===== config.mk =====
export PLATFORM = sky130hd
export DESIGN_NAME = tlp_cpl_tx
export DESIGN_NICKNAME = d
export VERILOG_FILES = /design/src/rtl/tlp_cpl_tx.sv
export SDC_FILE = /design/constraint.sdc
export NUM_CORES = 1
export LEC_CHECK = 0
export ABC_AREA = 1
export CORE_MARGIN = 5
export CORE_UTILIZATION = 25
export DETAILED_ROUTE_END_ITERATION = 6
export PLACE_DENSITY_LB_ADDON = 0.08
export SLEW_MARGIN = 20
export SYNTH_ARGS = -nofsm -noshare
export SYNTH_HDL_FRONTEND = slang
export SYNTH_SLANG_ARGS = --single-unit

===== constraint.sdc =====
create_clock -name clk_125 -period 3.7 [get_ports clk_125]
set_input_delay 0.74 -clock clk_125 [delete_from_list [all_inputs] [get_ports clk_125]]
set_output_delay 0.74 -clock clk_125 [all_outputs]
set_load 0.01 [all_outputs]

===== src/rtl/tlp_cpl_tx.sv =====
// Completion transmitter: answers one decoded memory-read request at a time with a
// 3DW CplD (data fetched from the 16-bit BAR memory) or a UR Cpl, on a 16-bit TX stream.
module tlp_cpl_tx #(
    parameter int ADDR_W     = 13,
    parameter int MAX_LEN_DW = 32
) (
    input  logic              clk_125,
    input  logic              sys_rst,
    input  logic [7:0]        bus_num,
    input  logic [4:0]        dev_num,
    input  logic [2:0]        func_num,
    input  logic              req_valid,
    output logic              req_ready,
    input  logic [15:0]       req_id,
    input  logic [7:0]        req_tag,
    input  logic [2:0]        req_tc,
    input  logic [1:0]        req_attr,
    input  logic [9:0]        req_len,
    input  logic [ADDR_W-1:0] req_addr,
    output logic              mem_rd_en,
    output logic [ADDR_W-2:0] mem_addr,
    input  logic [15:0]       mem_rd_data,
    output logic              tx_req,
    input  logic              tx_rdy,
    output logic              tx_st,
    output logic              tx_end,
    output logic [15:0]       tx_data
);
    localparam int CNT_W = $clog2(2 * MAX_LEN_DW + 1);

    typedef enum logic [1:0] {IDLE, ARB, HDR, DATA} state_t;
    state_t state;

    logic [15:0]      r_id;
    logic [7:0]       r_tag;
    logic [2:0]       r_tc;
    logic [1:0]       r_attr;
    logic [9:0]       r_len;
    logic [4:0]       r_alo;
    logic             r_ur;
    logic [2:0]       hcnt;
    logic [CNT_W-1:0] dcnt;
    logic [5:0][15:0] hdr;

    logic             ur_in, accept, pop;
    logic [CNT_W-1:0] rd_left;
    logic [ADDR_W-2:0] rd_addr;
    logic             rd_vld;
    logic [15:0]      fifo [4];
    logic [1:0]       wp, rp;
    logic [2:0]       cnt;
    logic [3:0]       credit;
    logic             unused;

    assign unused = ^req_addr[1:0];
    assign ur_in  = (req_len == 10'd0) || (req_len > 10'(MAX_LEN_DW));
    assign accept = (state == IDLE) && req_ready && req_valid;
    // Data words leave the prefetch buffer when the last header word or a non-final data word is consumed
    assign pop    = tx_rdy && (((state == HDR) && (hcnt == 3'd5) && !r_ur) ||
                               ((state == DATA) && !tx_end));

    always_comb begin
        hdr[0] = {1'b0, (r_ur ? 2'b00 : 2'b10), 5'b01010, 1'b0, r_tc, 4'b0000};
        hdr[1] = {2'b00, r_attr, 2'b00, (r_ur ? 10'd0 : r_len)};
        hdr[2] = {bus_num, dev_num, func_num};
        hdr[3] = r_ur ? 16'h2004 : {4'b0000, r_len, 2'b00};
        hdr[4] = r_id;
        hdr[5] = {r_tag, 1'b0, r_alo, 2'b00};
    end

    always_ff @(posedge clk_125) begin
        if (sys_rst) begin
            state     <= IDLE;
            req_ready <= 1'b0;
            tx_req    <= 1'b0;
            tx_st     <= 1'b0;
            tx_end    <= 1'b0;
            tx_data   <= '0;
            hcnt      <= '0;
            dcnt      <= '0;
        end else begin
            case (state)
                IDLE: begin
                    req_ready <= 1'b1;
                    if (accept) begin
                        req_ready <= 1'b0;
                        tx_req    <= 1'b1;
                        r_id      <= req_id;
                        r_tag     <= req_tag;
                        r_tc      <= req_tc;
                        r_attr    <= req_attr;
                        r_len     <= req_len;
                        r_alo     <= req_addr[6:2];
                        r_ur      <= ur_in;
                        state     <= ARB;
                    end
                end
                ARB: if (tx_rdy) begin
                    tx_req  <= 1'b0;
                    tx_st   <= 1'b1;
                    tx_end  <= 1'b0;
                    tx_data <= hdr[0];
                    hcnt    <= '0;
                    state   <= HDR;
                end
                HDR: if (tx_rdy) begin
                    tx_st <= 1'b0;
                    if (hcnt == 3'd5) begin
                        if (r_ur) begin
                            tx_end    <= 1'b0;
                            tx_data   <= '0;
                            req_ready <= 1'b1;
                            state     <= IDLE;
                        end else begin
                            tx_data <= fifo[rp];
                            tx_end  <= 1'b0;
                            dcnt    <= CNT_W'({r_len, 1'b0}) - 1'b1;
                            state   <= DATA;
                        end
                    end else begin
                        hcnt    <= hcnt + 3'd1;
                        tx_data <= hdr[hcnt + 3'd1];
                        tx_end  <= r_ur && (hcnt == 3'd4);
                    end
                end
                DATA: if (tx_rdy) begin
                    if (tx_end) begin
                        tx_end    <= 1'b0;
                        tx_data   <= '0;
                        req_ready <= 1'b1;
                        state     <= IDLE;
                    end else begin
                        tx_data <= fifo[rp];
                        dcnt    <= dcnt - 1'b1;
                        tx_end  <= (dcnt == CNT_W'(1));
                    end
                end
                default: state <= IDLE;
            endcase
        end
    end

    // Prefetch keeps buffered + in-flight words at most 4, enough to hide the
    // two-edge read-to-buffer latency while streaming one word per cycle.
    assign credit = 4'(cnt) + 4'(rd_vld) + 4'(mem_rd_en) - 4'(pop);

    always_ff @(posedge clk_125) begin
        if (sys_rst) begin
            mem_rd_en <= 1'b0;
            mem_addr  <= '0;
            rd_vld    <= 1'b0;
            rd_left   <= '0;
            rd_addr   <= '0;
            wp        <= '0;
            rp        <= '0;
            cnt       <= '0;
        end else begin
            rd_vld <= mem_rd_en;
            if (rd_vld) wp <= wp + 2'd1;
            if (pop) rp <= rp + 2'd1;
            cnt <= cnt + 3'(rd_vld) - 3'(pop);
            if (accept) begin
                rd_left   <= ur_in ? '0 : CNT_W'({req_len, 1'b0});
                rd_addr   <= {req_addr[ADDR_W-1:2], 1'b0};
                mem_rd_en <= 1'b0;
            end else if ((rd_left != '0) && (credit < 4'd4)) begin
                mem_rd_en <= 1'b1;
                mem_addr  <= rd_addr;
                rd_addr   <= rd_addr + 1'b1;
                rd_left   <= rd_left - 1'b1;
            end else begin
                mem_rd_en <= 1'b0;
            end
        end
    end

    always_ff @(posedge clk_125) begin
        if (rd_vld) fifo[wp] <= mem_rd_data;
    end
endmodule


* Word level (Yosys, flattened, before mapping)
Memory sizes are Yosys's and may differ from the RTL's. A register that Yosys moved wholly into a read port is not among the register bits.
Cells that the tools add are included.
Widths: inputs -> output; s select.
** Word-level totals
- Bits in writable memories :: 64
- Memories :: 1
- Bits in registers :: 117
- Bits of input ports :: 88
- Word-level logic and storage cells :: 146
- Output and inout port bits :: 33
** Memories
- fifo :: depth 4, bits a word 16, rd ports 1, clocked after memory_dff 1, wr ports 1, line 49 : logic [15:0] fifo [4];
** Cells by class
- $lt $le $gt $ge :: 3
- Bitwise gates (word level) :: 2
- Reductions and logical operators :: 31
- Equality and inequality tests :: 16
- Multiplexer cells :: 57
- Add/subtract/negate cells :: 12
** Operators by type and width (number)
- $mux 16 :: 7
- $mux 7 :: 8
- $bmux 16 s3 :: 1
- $pmux 16 s3 :: 1
- $mux 12 :: 2
- $sub 7x1->7 const B :: 3
- $mux 2 :: 10
- $ne 2x2->1 const B :: 9
- $reduce_and 6->1 :: 3
- $mux 1 :: 16
- $mux 14 :: 1
- $pmux 7 s2 :: 1
- $add 12x1->12 const B :: 1
- $gt 10x6->1 const B :: 1
- $logic_not 10->1 :: 1
- $mux 10 :: 1
- $mux 3 :: 3
- $reduce_and 3->1 :: 3
- $logic_and 1x1->1 :: 8
- $pmux 2 s4 :: 1
- $reduce_and 4->1 :: 2
- $reduce_bool 2->1 :: 4
- $eq 7x1->1 const B :: 1
- $reduce_bool 7->1 :: 1
- other kinds (23) :: 32

* Logic depth before layout (Yosys ltp)
Gate-level depths: netlist of the first run.
- Word-level depth :: 10
- Depth in mapped cells :: 24
- Mapped depth without buffers :: 20

* Worst setup path before layout of the first run
OpenSTA, ideal clock, no wires.
- Kind :: input-to-reg
- Start point :: input port sys_rst
- End point :: register r_alo[0], enable pin
- Slack :: 132 ps
- Cell stages on the path :: 2
- Setup time :: 461 ps
- Data arrival time :: 3107 ps
- Path buffers :: 1
- Data required time :: 3239 ps
- Cells stage by stage :: clkbuf_1 > nor2_1
** On the way
- Cells in the longest elaborated chain, start to end :: 2
** Ends and longest elaborated chain
- start, declared :: line 8 : input logic sys_rst,
- $not 1->1 (no source line)
- $reduce_and 3->1 (no source line)
- end signal, assigned :: line 93 : r_alo <= req_addr[6:2];
- end, declared :: line 39 : logic [4:0] r_alo;
No other way between the ends.
A chain may end at the register's enable or synchronous reset.

* Final worst setup path of the first run
- Start point :: register r_ur
- End point :: register mem_addr[2]
** On the way
- Cells in the longest elaborated chain, start to end :: 8
** Ends and longest elaborated chain
- start, declared :: line 40 : logic r_ur;
- start signal, assigned :: line 94 : r_ur <= ur_in;
- $logic_not 1->1 :: line 59 : assign pop = tx_rdy && (((state == HDR) && (hcnt == 3'd5) && !r_ur) ||
- $logic_and 1x1->1 :: line 59
- $logic_or 1x1->1 :: line 59
- $logic_and 1x1->1 :: line 59
- $sub 4x1->4 :: line 145 : assign credit = 4'(cnt) + 4'(rd_vld) + 4'(mem_rd_en) - 4'(pop);
- $lt 4x3->1 :: line 166 : end else if ((rd_left != '0) && (credit < 4'd4)) begin
- $logic_and 1x1->1 :: line 166
- $reduce_and 2->1 (no source line)
- end signal, assigned :: line 168 : mem_addr <= rd_addr;
- end, declared :: line 21 : output logic [ADDR_W-2:0] mem_addr,
No other way between the ends.

==> results of run 1 <==
## worst min path at each step
stage / to / depth (start not counted) / slack [ns] / start
3_5_place_dp: flip-flop / 2 / 0.46 / rp[1]
3_3_place_gp: rp[1] / 2 / 0.45 / rp[1]
6_report: rd_vld / 2 / 0.47 / mem_rd_en
4_1_cts: tx_data[8] / 2 / 0.47 / tx_data[8]
5_1_grt: tx_data[7] / 2 / 0.48 / tx_data[7]
2_1_floorplan: flip-flop / 2 / 0.44 / rp[1]
## area by class of cell
class                      count  share of cell area
clock buffer                  17              0.0397
inverter                      86              0.0308
multi-input combinational    649               0.292
tap                          448              0.0523
clock inverter                15              0.0148
sequential                   183               0.444
timing repair buffer         138               0.127
## logic make-up (layout without fill, tap and decap cells)
kind of cell / Yosys count / count (layout) / share of synthesized area
AO/OA/AOI/OAI: 186 / 186 / 0.119
flip-flops: 183 / 183 / 0.567
adder cells (fa/ha/maj): 17 / 17 / 0.0263
buffers and inverters: 124 / 256 / 0.0610
XOR/XNOR: 11 / 11 / 0.0115
AND/OR/NAND/NOR: 435 / 435 / 0.215
## critical path, cell delays in order (launching register included)
cell and delay [ns]:
edfxtp_1 0.49, inv_1 0.23, nand2_2 0.16, o21ai_4 0.18, nand2_4 0.13, clkinv_4 0.07
nand2_1 0.06, nand2_1 0.07, ha_1 0.22, nand2_1 0.06, inv_1 0.04, o21ai_1 0.15
nand3_1 0.09, nand2_1 0.17, nand2_1 0.14, nor2_1 0.65, o21ai_0 0.16, nor2_1 0.12
## placed cells by master, fill, tap and decap left out, types with 2 or more instances in the layout
master and n:
clkinv_4 4, dfxtp_1 74, nand3_1 67, xnor2_1 3
nor2_1 100, a31oi_1 3, a211oi_1 3, a21oi_1 56
inv_1 78, o21ai_0 98, xor2_1 8, nor2_2 3
inv_6 3, inv_2 6, or2_2 2, inv_8 4
o21bai_1 2, edfxtp_1 109, nand2_1 241, buf_12 2
ha_1 16, nand4_1 8, clkbuf_16 17, buf_4 18
o22ai_1 14, nor3_1 3, nor2_4 3, clkinv_8 3
nand2_2 3, clkdlybuf4s50_1 118, o211ai_1 5
## layer usage
layer / up-vias / part of all wire / global-route usage
met5: - / 0 / 0
met2: 98 / 0.46 / 0.226
met1: 3244 / 0.50 / 0.195
met3: 12 / 0.035 / 0.0304
met4: 0 / 0.0069 / 0.0302
li1: 3457 / - / -
## through the flow
stage	total power [mW]	hold slack [ns]	instance area (um2)	worst slack [ns]
CTS	6.79	0.471	10700	0.453
floorplan	4.04	0.436	8380	0.132
finish	6.67	0.466	10700	0.450
detailed placement	4.93	0.458	10100	0.149
global placement	4.92	0.454	10100	0.257
global route	7.18	0.483	10700	0.0729
## power by group through the flow
stage	registers [mW]	logic, mW	clock network [mW]
5_1_grt	2.65	2.55	1.98
4_1_cts	2.62	2.27	1.90
2_1_floorplan	2.64	1.40	0
6_report	2.62	2.22	1.84
3_5_place_dp	2.67	2.26	0
3_3_place_gp	2.67	2.25	0
## sequential cells by signal, summed over array words and instances, names as in the netlist, 8 cells and up, named ones only
signal    count
tx_data      16
fifo         64
r_tag         8
mem_addr     12
rd_addr      12
r_id         16
r_len        10
==> results.txt, run 1 <==
- The run finished with clean final reports.
- The worst register-to-register path ends at mem_addr[2].
* RR Startpoint: r_ur
- For the worst-skew pair, the clock arrives at the later sink with an insertion delay of 0.45 ns.
- GR Overflow Total: 0
- For this design the static power due to leakage is 4.16 nW.
* Data arrival time at the worst-slack endpoint: roughly 3.6 ns
- Total routed wirelength: 25600 um
* Post-synth top area share: 0.390
- Most used DFF post-synth: edfxtp_1
- Setup violations remaining at the end of the flow were counted as 0.
* Synthesized flop and latch total: 183
- The number of hold violations in the final report came to 0.
- Worst EP required: 4.08 ns
* Final min period: approximately 3.3 ns
* Area contributors post-synth: edfxtp_1, dfxtp_1, nand2_1
* Total number of nets in the final design: 1180
- Std-Cell Core Area: 33300 um2
* Least-Margin Pin Slew: 0.826 ns
* Area of the multi-input gates: 3130 um2
- The worst register-to-register path has a setup slack of 0.45 ns.
* FF/Latch Area: 4750 um2
- Min-Delay Path Class: reg2reg
* GRT Total Usage: 0.140
- Across the run, the number of max-cap violations was 0.
- Via-per-instance ratio: 4.43
- Synthesized Nets: 1061
- Clock network fraction of design power: 0.275
* Launching element of the worst setup path: r_ur
- Cell Count, Final, Fillers Out: 1536
* Critical path startpoint category: flip-flop
- Critical path fanouts, max: 12
- The cell count after synthesis came out at about 960.
* Proportion of power drawn by flip-flops and latches: 0.392
* Total Negative Setup Slacks: 0 ns
- At the end of the flow the core is filled with cells to 0.322.
- From left edge to right edge, the die measures 193 um.
- Async set-reset flop share out of synthesis: 0
- Total power density per cell area: around 620 nW/um2
- Remaining design rule violation count: 0
* Setup skew after layout: 0.0151 ns
- RSZ-0062 raised after global routing: false
- Yosys Warn Count: 0
* Bufs on Longest Clock Path: 2
- Vertical extent of the die: around 190 um
- Largest net degree at the start of global routing: 55
- Synth Cell Area: 8380 um2
- Timing would allow up to 308 MHz.
- The initial antenna violation count is 0.
* Die ar.: 37300 um2
- Psw: 2.51 mW
* Peak supply drop: 331 uV
- TritonCTS clock tree: yes
- Proportion of synthesized chip area in sequential cells: 0.567
- The netlist uses between 40 and 50 different library cells.
* Power share of the combinational group: 0.333
- Most frequent cells after synthesis: nand2_1, edfxtp_1, nor2_1, o21ai_0, inv_1
- CTS clk-pin slew, worst paths: 0.08 ns
* Fill count: 3574
- For this configuration, the core starts out at a cell density of 0.252.
- Cell row count: 67
* Crit Path Class: reg2reg
- Compared with the post-synthesis result, the final layout area differs by 27.8%.
- Mean post-synth cell area: 8.77 um2
- The repair_antennas step left the layout with diodes totalling 0.
- Of the total power, the share spent switching nets is 0.376.
* Number of enable flip-flop cells after synthesis: 109
- Wire length of the first global-routing pass: 39600 um
- Once the clock tree was built, the setup fixing pass inserted 0 buffers.
* Routed vias: between 6000 and 7000
- In this run, CTS created clock tree buffers numbering 17.
* Number of violations reported at the end of detailed-routing iteration 0: between 300 and 400
- Leading area contributor after synthesis: edfxtp_1
* IO Pins: between 100 and 150
- The worst setup path is captured at a flip-flop.
- Post-CTS repair changed the size of 0 cells.
* Most instantiated library cell after synthesis: nand2_1
* Number of clock sinks seen by CTS: approximately 180
* Final antenna-violating net count: 0
- Cell-internal power: about 4.2 mW
* Fraction of the cycle the final worst path needs: 0.878
* Slew Viols, Final: 0
- Number of global-route vias before repair: 6737
* H-tree lvl count: 4
* Number of hold-repair buffers added at the cts stage: 0
* Number of cell instances on the worst register-to-register path: 17
- Placer congestion estimate: around 0.79
- The first TritonRoute pass finished after 4 iterations.
* Fraction of layout instances using a drive strength above 1: 0.0699
- After detailed routing, the average wire length per cell comes to 16.7 um.
* Last element of the critical path: mem_addr[2]
* Cell at the root of the clock tree: clkbuf_16
- Placed instance count: 1504
- Headroom to the max-slew limit came out at 0.447.
- Detailed placer's ending HPWL: about 18000 um
- Port buffer count: approximately 120
No activity file was read; power rests on OpenSTA's default activity.
==> run 2: changes to the inputs <==
- GPL_ROUTABILITY_DRIVEN: unset -> 0
- TNS_END_PERCENT: unset -> 50
==> results of run 2 <==
Same layout as run 1: the final DEF is identical, and so are final timing and power.
